### src/rtl/snax_tcdm_arb_pkg.sv
`default_nettype none
// ============================================================================
// Module   : snax_tcdm_arb_pkg
// Purpose  : Shared constants and helpers for the SNAX TCDM round-robin
//            arbiter and its in-order response ID FIFO.
// Contents : c_*_DEFAULT   default parameter values for the arbiter
//            id_width()    width of a requester ID ($clog2(n), minimum 1)
// Revision : 1.0 - initial release
// ============================================================================
package snax_tcdm_arb_pkg;

  localparam int unsigned c_NUM_REQ_DEFAULT         = 4;
  localparam int unsigned c_ADDR_WIDTH_DEFAULT      = 32;
  localparam int unsigned c_DATA_WIDTH_DEFAULT      = 32;
  localparam int unsigned c_MAX_OUTSTANDING_DEFAULT = 4;

  // Width of the id_t used to tag requests; a single requester still needs
  // one bit so that vectors never collapse to zero width.
  function automatic int unsigned id_width(input int unsigned n);
    return (n <= 1) ? 1 : $clog2(n);
  endfunction

endpackage
`default_nettype wire

### src/rtl/snax_tcdm_arb_id_fifo.sv
`default_nettype none
// ============================================================================
// Module   : snax_tcdm_arb_id_fifo
// Purpose  : In-order FIFO of requester IDs for requests that are in flight
//            on the shared TCDM port. The head names the requester that owns
//            the next response.
// Ports    : clk_i / rst_ni      clock, asynchronous active-low reset
//            push_i / id_i       enqueue an ID (ignored when full)
//            pop_i               dequeue the head (ignored when empty)
//            full_o / empty_o    status from the registered count
//            head_o              ID at the head of the queue
// Notes    : Depth must be a power of two (>= 2) so pointers wrap naturally.
// Revision : 1.0 - initial release
// ============================================================================
module snax_tcdm_arb_id_fifo
  import snax_tcdm_arb_pkg::*;
#(
  parameter int unsigned Depth   = c_MAX_OUTSTANDING_DEFAULT,
  parameter int unsigned IdWidth = 2
) (
  input  logic               clk_i,
  input  logic               rst_ni,
  input  logic               push_i,
  input  logic [IdWidth-1:0] id_i,
  input  logic               pop_i,
  output logic               full_o,
  output logic               empty_o,
  output logic [IdWidth-1:0] head_o
);

  localparam int unsigned c_PTR_W = (Depth <= 1) ? 1 : $clog2(Depth);
  localparam int unsigned c_CNT_W = $clog2(Depth) + 1;

  logic [IdWidth-1:0] r_mem [Depth];
  logic [c_PTR_W-1:0] r_wr_ptr;
  logic [c_PTR_W-1:0] r_rd_ptr;
  logic [c_CNT_W-1:0] r_count;

  logic w_push;
  logic w_pop;

  assign full_o  = (r_count == c_CNT_W'(Depth));
  assign empty_o = (r_count == '0);
  assign head_o  = r_mem[r_rd_ptr];

  // Full is taken from the registered count: a pop in the same cycle does
  // not make room for a push until the following cycle.
  assign w_push = push_i & ~full_o;
  assign w_pop  = pop_i & ~empty_o;

  // Storage carries no reset; entries are only read when the count says
  // they are valid.
  always_ff @(posedge clk_i) begin
    if (w_push) begin
      r_mem[r_wr_ptr] <= id_i;
    end
  end

  always_ff @(posedge clk_i or negedge rst_ni) begin
    if (!rst_ni) begin
      r_wr_ptr <= '0;
      r_rd_ptr <= '0;
      r_count  <= '0;
    end else begin
      if (w_push) begin
        r_wr_ptr <= r_wr_ptr + 1'b1;
      end
      if (w_pop) begin
        r_rd_ptr <= r_rd_ptr + 1'b1;
      end
      case ({w_push, w_pop})
        2'b10:   r_count <= r_count + 1'b1;
        2'b01:   r_count <= r_count - 1'b1;
        default: r_count <= r_count;
      endcase
    end
  end

endmodule
`default_nettype wire

### src/rtl/snax_tcdm_rr_arbiter.sv
`default_nettype none
// ============================================================================
// Module   : snax_tcdm_rr_arbiter
// Purpose  : Round-robin arbiter that shares one TCDM port between NumReq
//            requesters. Requests pass through combinationally; a stalled
//            grant is locked until accepted. Responses return in order and
//            are routed back using an ID FIFO.
// Ports    : clk_i, rst_ni                     clock, async active-low reset
//            req_q_valid_i / req_q_ready_o     per-requester request handshake
//            req_addr_i/write_i/data_i/strb_i  flattened request payloads
//            req_p_valid_o / req_p_data_o      per-requester response strobe,
//                                              broadcast response data
//            mst_q_valid_o / mst_q_ready_i     shared-port request handshake
//            mst_addr_o/write_o/data_o/strb_o  selected payload
//            mst_p_valid_i / mst_p_data_i      shared-port in-order response
// Option   : SNAX_TCDM_ARB_PERF_EN adds perf_grant_o (32-bit grant count per
//            requester, flattened) and perf_stall_o (cycles with a pending
//            request but no handshake). Both counters wrap.
// Revision : 1.0 - initial release
// ============================================================================
module snax_tcdm_rr_arbiter
  import snax_tcdm_arb_pkg::*;
#(
  parameter int unsigned NumReq         = c_NUM_REQ_DEFAULT,
  parameter int unsigned AddrWidth      = c_ADDR_WIDTH_DEFAULT,
  parameter int unsigned DataWidth      = c_DATA_WIDTH_DEFAULT,
  parameter int unsigned MaxOutstanding = c_MAX_OUTSTANDING_DEFAULT
) (
  input  logic                              clk_i,
  input  logic                              rst_ni,
  input  logic [NumReq-1:0]                 req_q_valid_i,
  output logic [NumReq-1:0]                 req_q_ready_o,
  input  logic [NumReq*AddrWidth-1:0]       req_addr_i,
  input  logic [NumReq-1:0]                 req_write_i,
  input  logic [NumReq*DataWidth-1:0]       req_data_i,
  input  logic [NumReq*(DataWidth/8)-1:0]   req_strb_i,
  output logic [NumReq-1:0]                 req_p_valid_o,
  output logic [DataWidth-1:0]              req_p_data_o,
  output logic                              mst_q_valid_o,
  input  logic                              mst_q_ready_i,
  output logic [AddrWidth-1:0]              mst_addr_o,
  output logic                              mst_write_o,
  output logic [DataWidth-1:0]              mst_data_o,
  output logic [DataWidth/8-1:0]            mst_strb_o,
  input  logic                              mst_p_valid_i,
  input  logic [DataWidth-1:0]              mst_p_data_i
`ifdef SNAX_TCDM_ARB_PERF_EN
  ,
  output logic [NumReq*32-1:0]              perf_grant_o,
  output logic [31:0]                       perf_stall_o
`endif
);

  localparam int unsigned c_ID_W   = id_width(NumReq);
  localparam int unsigned c_STRB_W = DataWidth / 8;

  // --------------------------------------------------------------------------
  // Arbitration state
  // --------------------------------------------------------------------------
  logic [c_ID_W-1:0] r_rr_ptr;
  logic              r_lock;
  logic [c_ID_W-1:0] r_lock_sel;

  logic [c_ID_W-1:0] w_hi_sel;
  logic              w_hi_found;
  logic [c_ID_W-1:0] w_lo_sel;
  logic              w_lo_found;
  logic [c_ID_W-1:0] w_arb_sel;
  logic [c_ID_W-1:0] w_sel;
  logic              w_hs;

  // ID FIFO status
  logic              w_full;
  logic              w_empty;
  logic [c_ID_W-1:0] w_head;
  logic              w_resp;

  // Scan from the top down so the last hit is the lowest index. w_hi_*
  // tracks the lowest valid index at or above the pointer; w_lo_* the lowest
  // valid index overall, used when the search has to wrap.
  always_comb begin
    w_hi_found = 1'b0;
    w_hi_sel   = '0;
    w_lo_found = 1'b0;
    w_lo_sel   = '0;
    for (int i = int'(NumReq) - 1; i >= 0; i--) begin
      if (req_q_valid_i[i]) begin
        w_lo_found = 1'b1;
        w_lo_sel   = c_ID_W'(i);
        if (c_ID_W'(i) >= r_rr_ptr) begin
          w_hi_found = 1'b1;
          w_hi_sel   = c_ID_W'(i);
        end
      end
    end
  end

  // With no request pending the choice is irrelevant; parking on the
  // pointer keeps the selection stable.
  always_comb begin
    w_arb_sel = r_rr_ptr;
    if (w_hi_found) begin
      w_arb_sel = w_hi_sel;
    end else if (w_lo_found) begin
      w_arb_sel = w_lo_sel;
    end
  end

  assign w_sel = r_lock ? r_lock_sel : w_arb_sel;

  // --------------------------------------------------------------------------
  // Request path (zero latency). Reset gates the handshake outputs because
  // they are combinational from the requesters.
  // --------------------------------------------------------------------------
  assign mst_q_valid_o = rst_ni & ~w_full & req_q_valid_i[w_sel];
  assign w_hs          = mst_q_valid_o & mst_q_ready_i;

  always_comb begin
    req_q_ready_o        = '0;
    req_q_ready_o[w_sel] = rst_ni & mst_q_ready_i & ~w_full;
  end

  always_comb begin
    mst_addr_o  = req_addr_i[int'(w_sel)*AddrWidth +: AddrWidth];
    mst_write_o = req_write_i[w_sel];
    mst_data_o  = req_data_i[int'(w_sel)*DataWidth +: DataWidth];
    mst_strb_o  = req_strb_i[int'(w_sel)*c_STRB_W +: c_STRB_W];
  end

  // Lock holds the grant while the port stalls so the payload cannot change
  // under a pending request; the pointer only moves on acceptance.
  always_ff @(posedge clk_i or negedge rst_ni) begin
    if (!rst_ni) begin
      r_rr_ptr   <= '0;
      r_lock     <= 1'b0;
      r_lock_sel <= '0;
    end else begin
      if (w_hs) begin
        r_lock   <= 1'b0;
        r_rr_ptr <= (w_sel == c_ID_W'(NumReq - 1)) ? '0 : w_sel + 1'b1;
      end else if (mst_q_valid_o) begin
        r_lock     <= 1'b1;
        r_lock_sel <= w_sel;
      end
    end
  end

  // --------------------------------------------------------------------------
  // Response path: the head of the ID FIFO owns the current response.
  // --------------------------------------------------------------------------
  snax_tcdm_arb_id_fifo #(
    .Depth   (MaxOutstanding),
    .IdWidth (c_ID_W)
  ) u_id_fifo (
    .clk_i   (clk_i),
    .rst_ni  (rst_ni),
    .push_i  (w_hs),
    .id_i    (w_sel),
    .pop_i   (w_resp),
    .full_o  (w_full),
    .empty_o (w_empty),
    .head_o  (w_head)
  );

  // A response with nothing outstanding (e.g. one that was in flight across
  // a reset) has no owner and is dropped.
  assign w_resp = mst_p_valid_i & ~w_empty;

  always_comb begin
    req_p_valid_o = '0;
    if (w_resp) begin
      req_p_valid_o[w_head] = 1'b1;
    end
  end

  assign req_p_data_o = mst_p_data_i;

  // --------------------------------------------------------------------------
  // Optional performance counters
  // --------------------------------------------------------------------------
`ifdef SNAX_TCDM_ARB_PERF_EN
  logic [31:0] r_perf_grant [NumReq];
  logic [31:0] r_perf_stall;

  always_ff @(posedge clk_i or negedge rst_ni) begin
    if (!rst_ni) begin
      for (int i = 0; i < int'(NumReq); i++) begin
        r_perf_grant[i] <= '0;
      end
      r_perf_stall <= '0;
    end else begin
      if (w_hs) begin
        r_perf_grant[w_sel] <= r_perf_grant[w_sel] + 32'd1;
      end
      if ((|req_q_valid_i) && !w_hs) begin
        r_perf_stall <= r_perf_stall + 32'd1;
      end
    end
  end

  for (genvar g = 0; g < int'(NumReq); g++) begin : g_perf_out
    assign perf_grant_o[g*32 +: 32] = r_perf_grant[g];
  end

  assign perf_stall_o = r_perf_stall;
`endif

  // --------------------------------------------------------------------------
  // Protocol checks (simulation only)
  // --------------------------------------------------------------------------
`ifndef SYNTHESIS
  always @(posedge clk_i) begin
    if (rst_ni) begin
      a_resp_without_owner: assert (!(mst_p_valid_i && w_empty))
        else $warning("snax_tcdm_rr_arbiter: response with no outstanding request dropped");
      a_locked_valid_held: assert (!(r_lock && !req_q_valid_i[r_lock_sel]))
        else $error("snax_tcdm_rr_arbiter: locked requester dropped its request valid");
    end
  end
`endif

endmodule
`default_nettype wire

### config.mk
export PLATFORM = sky130hd
export DESIGN_NAME = snax_tcdm_rr_arbiter
export DESIGN_NICKNAME = d
export VERILOG_FILES = /design/src/rtl/snax_tcdm_arb_pkg.sv /design/src/rtl/snax_tcdm_arb_id_fifo.sv /design/src/rtl/snax_tcdm_rr_arbiter.sv
export SDC_FILE = /design/constraint.sdc
export NUM_CORES = 1
export LEC_CHECK = 0
export BUFFER_PORTS_ARGS = -buffer_cell sky130_fd_sc_hd__buf_2
export CAP_MARGIN = 10
export CELL_PAD_IN_SITES_DETAIL_PLACEMENT = 1
export CELL_PAD_IN_SITES_GLOBAL_PLACEMENT = 1
export CORE_AREA = 5 5 163 165
export CTS_BUF_LIST = sky130_fd_sc_hd__clkbuf_8 sky130_fd_sc_hd__clkbuf_16
export DETAILED_ROUTE_END_ITERATION = 6
export DIE_AREA = 0 0 168 170
export PLACE_DENSITY_LB_ADDON = 0.1
export REMOVE_ABC_BUFFERS = 1
export SLEW_MARGIN = 20
export SYNTH_ARGS = -nofsm -noshare
export SYNTH_HDL_FRONTEND = slang
export SYNTH_SLANG_ARGS = --single-unit
### constraint.sdc
create_clock -name clk_i -period 5.7 [get_ports clk_i]
set_input_delay 1.14 -clock clk_i [delete_from_list [all_inputs] [get_ports clk_i]]
set_output_delay 1.14 -clock clk_i [all_outputs]
set_load 0.005 [all_outputs]
==> Word level (Yosys, flattened, before mapping) <==
Memory sizes are Yosys's and may differ from the RTL's.
Index checks and enable logic that the tools add are counted.
{ "totals": {"inputBits": 316, "mem_bits_rw": 8, "reg_bits": 12, "output_inout_bits": 110, "mem_count": 1} }
{ "memory_table": {"columns": ["name", "words", "width", "rd", "rd_ports_with_merged_regs", "wr", "line_no", "text"], "rows": [
  ["u_id_fifo.r_mem", 4, 2, 1, 0, 1, "snax_tcdm_arb_id_fifo.sv:34", "logic [IdWidth-1:0] r_mem [Depth];"]
]} }
{ "op_classes": {"bitwise": 12, "reduce_logical": 6, "order_cmp": 8, "add_sub_neg": 5, "n_eq_ne": 4, "muxes": 42, "n_shift": 3} }
{ "op_table": {"columns": ["op", "n"], "rows": [
  ["128-bit by 8-bit variable part select with 32-bit output", 2],
  ["2-bit 2-to-1 mux", 16],
  ["1-bit 2-to-1 mux", 20],
  ["16-bit by 5-bit variable part select with 4-bit output", 1],
  ["1-bit bitwise AND", 8],
  ["2-bit by 1-bit adder with 2-bit output, second input constant", 3],
  ["2-bit by 3-bit < comparator with 1-bit output, second input constant", 2],
  ["3-bit case mux with 2 select lines", 1],
  ["4-bit bitwise AND", 1],
  ["1-bit binary-select mux with 2-bit select", 2],
  ["1-bit demux with 2-bit select", 2],
  ["2-bit == test, second input constant", 2],
  ["1-bit by 2-bit greater-or-equal comparator with 1-bit output, first input constant", 2],
  ["2-bit by 1-bit greater-or-equal comparator with 1-bit output, second input constant", 2],
  ["2-bit greater-or-equal comparator, first input constant", 2],
  ["4-bit 2-to-1 mux", 1],
  ["2-bit nonzero test", 2],
  ["3-bit by 1-bit adder with 3-bit output, second input constant", 1],
  ["3-bit == test, second input constant", 1],
  ["3-bit zero test", 1],
  ["1-bit inverter", 3],
  ["3-bit by 1-bit subtractor with 3-bit output, second input constant", 1],
  ["2-bit by 1-bit == test with 1-bit output, second input constant", 1],
  ["1-bit logical AND", 2],
  ["2-bit AND reduction", 1]
]} }

==> Logic depth before layout (Yosys ltp) <==
Gate-level depths: netlist (run 1).
{ "depth": {"depth_word": 18, "ltp_mapped": 14, "depth_no_buf": 12} }

==> By module <==
Synthesis (run 1) repeated with hierarchy kept, for this count alone.
{ "unflattened": {"cells_unflattened": 533, "hier_area_um2": 4068.9} }
{ "by_module_without_submodules": {"columns": ["mod", "area_each_um2", "cells_each", "n_inst"], "rows": [
  ["snax_tcdm_rr_arbiter", 3343.2, 486, 1],
  ["snax_tcdm_arb_id_fifo", 725.7, 47, 1]
]} }

==> Worst setup path after synthesis (run 1) <==
No wires, ideal clock.
{ "synth_timing": {"path_type": "input to output", "startpoint": "input req_q_valid_i[0]", "endpoint": "output req_q_ready_o[3]", "stages": 7, "required_time_ns": 4.560, "path_buffers": 2, "setup_slack_ns": 1.638, "arrival_ns": 2.922, "cell_sequence": "or3b_1 -> o2111a_1 -> o31ai_4 -> buf_2 -> buf_1 -> ha_1 -> and3_1"} }
{ "synth_via": {"elab_chain_cells": 9} }
{ "synth_lines": {"columns": ["item", "line_no", "text"], "rows": [
  ["start, declared", "snax_tcdm_rr_arbiter.sv:31", "input logic [NumReq-1:0] req_q_valid_i,"],
  ["2-bit 2-to-1 mux or 1-bit 2-to-1 mux (tied branches)", "snax_tcdm_rr_arbiter.sv:87", "if (req_q_valid_i[i]) begin"],
  ["2-bit 2-to-1 mux", "snax_tcdm_rr_arbiter.sv:104", "end else if (w_lo_found) begin"],
  ["2-bit 2-to-1 mux (*)", "snax_tcdm_rr_arbiter.sv:102", "if (w_hi_found) begin"],
  ["2-bit 2-to-1 mux (*)", "snax_tcdm_rr_arbiter.sv:109", "assign w_sel = r_lock ? r_lock_sel : w_arb_sel;"],
  ["named net u_id_fifo.id_i[1]", "snax_tcdm_arb_id_fifo.sv:24", "input logic [IdWidth-1:0] id_i,"],
  ["2-bit by 3-bit < comparator with 1-bit output (not written as such) or 2-bit by 1-bit greater-or-equal comparator with 1-bit output (tied branches)", "snax_tcdm_rr_arbiter.sv:120", "req_q_ready_o[w_sel] = rst_ni & mst_q_ready_i & ~w_full;"],
  ["1-bit logical AND (not written as such)", "snax_tcdm_rr_arbiter.sv:120", null],
  ["1-bit 2-to-1 mux (not written as such)", "snax_tcdm_rr_arbiter.sv:120", null],
  ["1-bit demux with 2-bit select (*)", "snax_tcdm_rr_arbiter.sv:120", null],
  ["4-bit bitwise AND (no source line) (*)", null, null],
  ["end, declared", "snax_tcdm_rr_arbiter.sv:32", "output logic [NumReq-1:0] req_q_ready_o,"]
]} }
The timed path passes the listed nets; every way through them passes the cells marked *.

==> Final worst setup path (run 1) <==
{ "layout_timing": {"startpoint": "input req_q_valid_i[0]", "endpoint": "output mst_data_o[13]"} }
{ "layout_via": {"elab_chain_cells": 5} }
{ "layout_lines": {"columns": ["item", "line_no", "text"], "rows": [
  ["2-bit 2-to-1 mux or 1-bit 2-to-1 mux (tied branches)", "snax_tcdm_rr_arbiter.sv:87", null],
  ["2-bit 2-to-1 mux", "snax_tcdm_rr_arbiter.sv:104", null],
  ["2-bit 2-to-1 mux (*)", "snax_tcdm_rr_arbiter.sv:102", null],
  ["2-bit 2-to-1 mux (*)", "snax_tcdm_rr_arbiter.sv:109", null],
  ["128-bit by 8-bit variable part select with 32-bit output (*)", "snax_tcdm_rr_arbiter.sv:126", "mst_data_o = req_data_i[int'(w_sel)*DataWidth +: DataWidth];"],
  ["end, declared", "snax_tcdm_rr_arbiter.sv:43", "output logic [DataWidth-1:0] mst_data_o,"]
]} }
Mark *: on every way between the ends. The rest lies on a longest branch, timed or not.

==> reports/results.ini, run 1 <==
[outcome]
outcome = completed

[timing]
timing.final.crit_share_pct = 82.6
min_period_ns = 4.71
fmax_mhz = 212
final_hold_viol_count = 0
finalSetupViolations = 0
tightest_slew_ns = 0.953
finalMaxSlewViolations = 0
slew_headroom_pct = 36.5
fin_skew_ns = 0.00289
grt_setup_unrepaired = false

[yosys]
yosysMostFrequentCell = nand2_1
syn_avg_cell_area_sq_um = 5.96
synth_seq_area_share_pct = 15.1
synth-xor-area-share_pct = 1.47
synth_top_family_by_area = simple AND/OR/NAND/NOR gates
ys_ff_latch = 20
synth_common_cells = nand2_1, and3_1, a31oi_1
synth_warnings = 0
synth-simple-area-share_pct = 46.2
synthesis.area_sq_um = 3580
synthMuxAreaShare_pct = 3.53
yosysUniqueCellTypes = 42
synthAdderAreaFrac_pct = 3.98
synth_edf_count = 8
synth_top_area_share_pct = 29.8
ys_top_cells_by_area = nand2_1, and3_1, a31oi_1
yosysTopAreaCell = nand2_1
synth_cells = 601
async_flop_share_pct = 60.0
ys.flop_type = dfrtp_1
synth_compound_area_share_pct = 16.7

[pwr]
clkPwrFrac_pct = 4.6
p_int_w = 0.00141
share_seq_of_total_power_pct = 8.6
switching_share_pct = 54.7
power_w = 0.00311
comb_power_share_pct = 86.7
p_per_area_nw_per_um2 = 560
p_leak_nw = 3.10
switching_power_w = 0.00170
peakVddDrop_mv = 0.671

[clocking]
root_buffer = clkbuf_16
cts_max_level = 1
cts_tree = built
clock-sinks = 20
cts_buffers = 3
cts_setup_buffers = 0
worst_setup_hold_path_clk_slew_ns = 0.05
clk_latency_ns = 0.25
clockBufferDepth = 2
ctsHoldBuffers = 0
cts_resized = 0

[global_routing]
overflow = 0
grtUsageTotal_pct = 15.9
antenna_found_initial = 17
grt_max_degree = 147
grt_pass1_wl_microns = 34700
grt_pass1_vias = 5603

[floorplan]
std_cell_rows = 58
die_area_sq_um = 28600
core_area_sq_um = 24900
die_height_microns = 170
start_util_pct = 14.4
ios = 426
chipWidth_microns = 168

[critical_path]
critPathLaunchType = primary input
critical_path_peak_fanout = 85
crit_type = in2out
cp_data_arrival_time_ns = 3.57
cp.required_ns = 4.56
cp-end-kind = output port

[routing]
wl_per_cell_microns = 20.0
via_count = 5264
drt-initial-drc-count = 148
wirelength_microns = 24500
drt-pass1-iter-count = 4
ant_nets = 0
viasPerCell = 4.29
drcViolationCount = 0

[layout]
finalNonFillerCells = 1228
nFillCells = 3261
drive_gt1_share_pct = 42.8
area_growth_pct = 54.9
layout.nets = 1222

[placement]
port_buffers = 361
gp_congestion = 0.818
dpl.hpwl_microns = 20000
placed_cells_incl_taps = 1221

[flow_run]
drv_cap = 0

[hold_path]
hp-class = reg2reg

-- power by group through the flow --
| stage | clock network [W] | registers, W | logic (W) |
|---|---|---|---|
| 3_3_place_gp | 0 | 0.000275 | 0.00283 |
| 6_report | 0.000144 | 0.000268 | 0.00270 |
| 2_1_floorplan | 0 | 0.000256 | 0.00157 |
| 5_1_grt | 0.000158 | 0.000279 | 0.00307 |
| 4_1_cts | 0.000149 | 0.000270 | 0.00280 |
| 3_5_place_dp | 0 | 0.000272 | 0.00278 |
-- critical path: stages --
cell and delay [ns]:
buf_2 0.15, or3b_1 0.13, o2111a_1 0.23, o31ai_4 0.10
inv_4 0.63, buf_4 0.51, nand2_1 0.09, and3_1 0.17
a31oi_1 0.14, buf_2 0.16
-- placed cells by master (no fill, tap or decap), types with 2 or more instances in the layout --
cell type,n
a211oi_1,2
a31oi_1,69
and2_1,2
and3_1,78
buf_12,2
buf_2,361
buf_4,6
clkbuf_16,3
dfrtp_1,12
diode_2,3
edfxtp_1,8
ha_1,9
inv_1,9
mux2_4,2
mux2i_1,4
mux4_2,2
nand2_1,285
nand2b_1,5
nor2_1,3
nor3b_1,2
o21ai_0,3
xnor2_1,3
xor2_1,3
-- sequential cells by signal, indices dropped and copies added (netlist names) --
signal and cells:
r_lock 1, u_id_fifo.r_rd_ptr 2, r_rr_ptr 2, u_id_fifo.r_wr_ptr 2, u_id_fifo.r_mem 8, r_lock_sel 2, u_id_fifo.r_count 3
-- final cells by class --
class / count / area (sq um) / area share [%]
Tap cell: 330 / 413 / 7.44
Multi-Input combinational cell: 491 / 2580 / 46.4
Inverter: 11 / 43.8 / 0.789
Antenna cell: 3 / 7.51 / 0.135
Clock buffer: 3 / 75.1 / 1.35
Sequential cell: 20 / 541 / 9.73
Clock inverter: 1 / 3.75 / 0.0676
Timing Repair Buffer: 369 / 1890 / 34.1
-- kinds of logic (layout without fill, tap and decap cells) --
| kind of cell | after synthesis | count (layout) |
|---|---|---|
| multiplexers | 9 | 9 |
| flip-flops | 20 | 20 |
| buffers and inverters | 90 | 384 |
| AND/OR/NAND/NOR | 379 | 379 |
| XOR/XNOR | 6 | 6 |
| adder cells (fa/ha/maj) | 11 | 11 |
| other | 0 | 3 |
| AO/OA/AOI/OAI | 86 | 86 |
-- path summary, 6_finish.rpt --
check | end | slack, ns | depth (start not counted) | start
min reg2reg | u_id_fifo.r_count[0] | 0.51 | 1 | u_id_fifo.r_count[0]
max | mst_data_o[13] | 0.99 | 10 | req_q_valid_i[0]
min | u_id_fifo.r_count[0] | 0.51 | 1 | u_id_fifo.r_count[0]
min in group asynchronous | r_lock_sel[1] | 0.78 | 1 | rst_ni
max reg2reg | u_id_fifo.r_count[2] | 2.06 | 12 | r_rr_ptr[1]
max in group asynchronous | u_id_fifo.r_count[1] | 4.68 | 1 | rst_ni
-- through the flow --
| step | setup TNS, ns | hold slack, ns | util (%) | cell area, sq um | setup WS (ns) |
|---|---|---|---|---|---|
| 2_1_floorplan | -180.78 | 0.464 | - | 3160 | -2.36 |
| 3_3_place_gp | 0 | 0.491 | 22.0 | 5470 | 0.940 |
| 3_5_place_dp | 0 | 0.502 | 22.0 | 5470 | 0.961 |
| 4_1_cts | 0 | 0.504 | 22.3 | 5550 | 0.947 |
| 5_1_grt | 0 | 0.522 | 22.3 | 5550 | 0.700 |
| 6_report | 0 | 0.505 | 22.3 | 5550 | 0.989 |
-- metal layers --
layer  wire, microns  share of wire, %  up-vias  GRT usage, %
met5             264               1.1        -          2.68
met4             169              0.69       30          1.69
met3            2780                11       39          8.64
met2           12300                50      222          28.7
met1            8960                37     2386          16.6
li1                -                 -     2587             -
No activity file was read; power rests on OpenSTA's default activity.
==> run 2, diff against run 1 <==
Settings changed: CORE_AREA 5 5 163 165 to 5 5 162 164, DIE_AREA 0 0 168 170 to 0 0 167 169.
Clock period 5.7 ns to 4.7 ns, I/O delays scaled along.
==> reports/results.ini, run 2 (synthesis gave the netlist of run 1 again) <==
[timing]
tightest_slew_ns = 0.543  ; -0.409 ns
fin_skew_ns = 0.00209  ; -0.000804 ns
final_hold_viol_count = 0  ; unchanged
finalMaxSlewViolations = 0  ; unchanged
slew_headroom_pct = 63.8  ; +27 points
min_period_ns = 4.07
whs_ns = 0.498  ; -0.00678 ns
finalSetupViolations = 0  ; unchanged
timing.final.crit_share_pct = 86.5
grt_setup_unrepaired = false
fmax_mhz = 246

[clocking]
cts_buffers = 3  ; unchanged
ctsHoldBuffers = 0  ; unchanged
clock-sinks = 20  ; unchanged
cts_resized = 0  ; unchanged
cts_tree = built
clockBufferDepth = 2  ; unchanged
root_buffer = clkbuf_16
clk_latency_ns = 0.25  ; about the same
worst_setup_hold_path_clk_slew_ns = 0.06  ; about the same
cts_max_level = 1  ; unchanged
cts_setup_buffers = 0  ; unchanged

[routing]
routed-wl-met2_microns = 12500  ; +1.2%
drt-pass1-iter-count = 4  ; unchanged
wl_per_cell_microns = 20.3  ; +1.9%
wl_met1_microns = 9620  ; +7.3%
ant_nets = 0  ; unchanged
wirelength_microns = 25100  ; +2.5%
drcViolationCount = 0  ; unchanged
wl_met3_microns = 2580  ; -6.9%
drt-initial-drc-count = 181  ; +22%
viasPerCell = 4.24  ; -0.99%
via_count = 5246  ; -0.34%
dr.max_layer_used = met5

[critical_path]
cp.required_ns = 3.76  ; -0.80 ns
critical_path_peak_fanout = 51  ; -40%
crit_type = in2out
critPathLaunchType = primary input
cp_data_arrival_time_ns = 3.13  ; -0.44 ns
cp-end-kind = output port

[floorplan]
ios = 426  ; unchanged
core_area_sq_um = 24700  ; -0.58%
std_cell_rows = 58  ; unchanged
die_area_sq_um = 28200  ; -1.2%
die_height_microns = 169  ; -0.59%
chipWidth_microns = 167  ; -0.60%
start_util_pct = 14.5  ; +0.084 points

[pwr]
p_per_area_nw_per_um2 = 685  ; +22%
peakVddDrop_mv = 0.276  ; -59%
p_leak_nw = 3.13  ; +1.0%

[global_routing]
grtUsageTotal_pct = 16.5  ; +0.60 points
grt_max_degree = 81  ; -45%
overflow = 0  ; unchanged
grt_pass1_wl_microns = 35500  ; +2.2%
grt_pass1_vias = 5636  ; +0.59%
antenna_found_initial = 11  ; -6

[flow_run]
drv_cap = 0  ; unchanged

[layout]
mostFrequentLayoutCell = buf_2
top_register = u_id_fifo.r_mem
nFillCells = 3232  ; -0.89%
layout_common_cells = buf_2, nand2_1, and3_1, a31oi_1, dfrtp_1
multi_input_area_sq_um = 2580  ; unchanged
drive_gt1_share_pct = 43.1  ; +0.30 points
final_cell_area_sq_um = 5630  ; +1.3%
area_growth_pct = 57.0
largest_register_ffs = 8  ; unchanged
seqCellArea_sq_um = 541  ; unchanged
largestRegisters = u_id_fifo.r_mem: 8 flops, u_id_fifo.r_count: 3 flops
layout.nets = 1225  ; +0.25%

[placement]
placed_area_sq_um = 5500  ; +0.64%
gp_congestion = 0.797  ; -2.5%
port_buffers = 361  ; unchanged
dpl.hpwl_microns = 20800  ; +3.6%

[outcome]
outcome = completed

[hold_path]
hp-class = reg2reg

run 2: cell count changes in the layout (fill, tap and decap cells not counted), sizes merged:
cell,previous run,this run
diode,3,8
buf,369,372
bufinv,0,1
clkinv,1,0
run 2: metrics by stage:
stage / TNS (ns) / setup slack, ns / instances / power [W] / util (%)
finish: 0 / 0.632 / 1236 / 0.00385 / 22.7
floorplan: -239.38 / -3.16 / 522 / 0.00222 / -
detailed placement: 0 / 0.626 / 1224 / 0.00372 / 22.2
CTS: 0 / 0.606 / 1228 / 0.00398 / 22.7
global route: 0 / 0.435 / 1236 / 0.00432 / 22.7
global placement: 0 / 0.626 / 1224 / 0.00376 / 22.2
run 2: routing by layer:
layer / vias to the layer above / GRT usage [%]
li1: 2600 / -
met1: 2397 / 18.2
met2: 215 / 28.7
met3: 24 / 8.15
met4: 10 / 2.63
met5: - / 3.48
run 2: final cells by class:
class | count | share of cell area, %
clock inverter | 1 | 0.534
sequential | 20 | 9.61
inverter | 11 | 0.778
multi-input combinational | 491 | 45.8
timing repair buffer | 372 | 34.2
clock buffer | 3 | 1.33
tap | 330 | 7.34
antenna | 8 | 0.356
run 2: path summary, 6_finish.rpt:
kind | start | endpoint | slack [ns] | cells after the start
max in group asynchronous | rst_ni | u_id_fifo.r_count[1] | 3.87 | 1
min in group asynchronous | rst_ni | r_rr_ptr[0] | 0.59 | 1
max reg2reg | r_rr_ptr[1] | u_id_fifo.r_count[2] | 1.29 | 12
max | req_q_valid_i[0] | mst_data_o[25] | 0.63 | 10
min | u_id_fifo.r_count[0] | u_id_fifo.r_count[0] | 0.50 | 1
min reg2reg | u_id_fifo.r_count[0] | u_id_fifo.r_count[0] | 0.50 | 1
run 2: critical path, cell delays in order:
cell,delay (ns)
buf_2,0.15
or3b_1,0.37
o2111a_1,0.18
o31ai_4,0.41
inv_4,0.30
buf_12,0.28
nand2_1,0.10
and3_1,0.16
a31oi_1,0.05
buf_2,0.16
run 2: power by group:
part           internal, W  leakage [nW]  switching [W]  total [W]
registers         0.000258         0.209      0.0000676   0.000325
clock network     0.000169        0.0512      0.0000626   0.000231
logic              0.00136          2.87        0.00193    0.00329
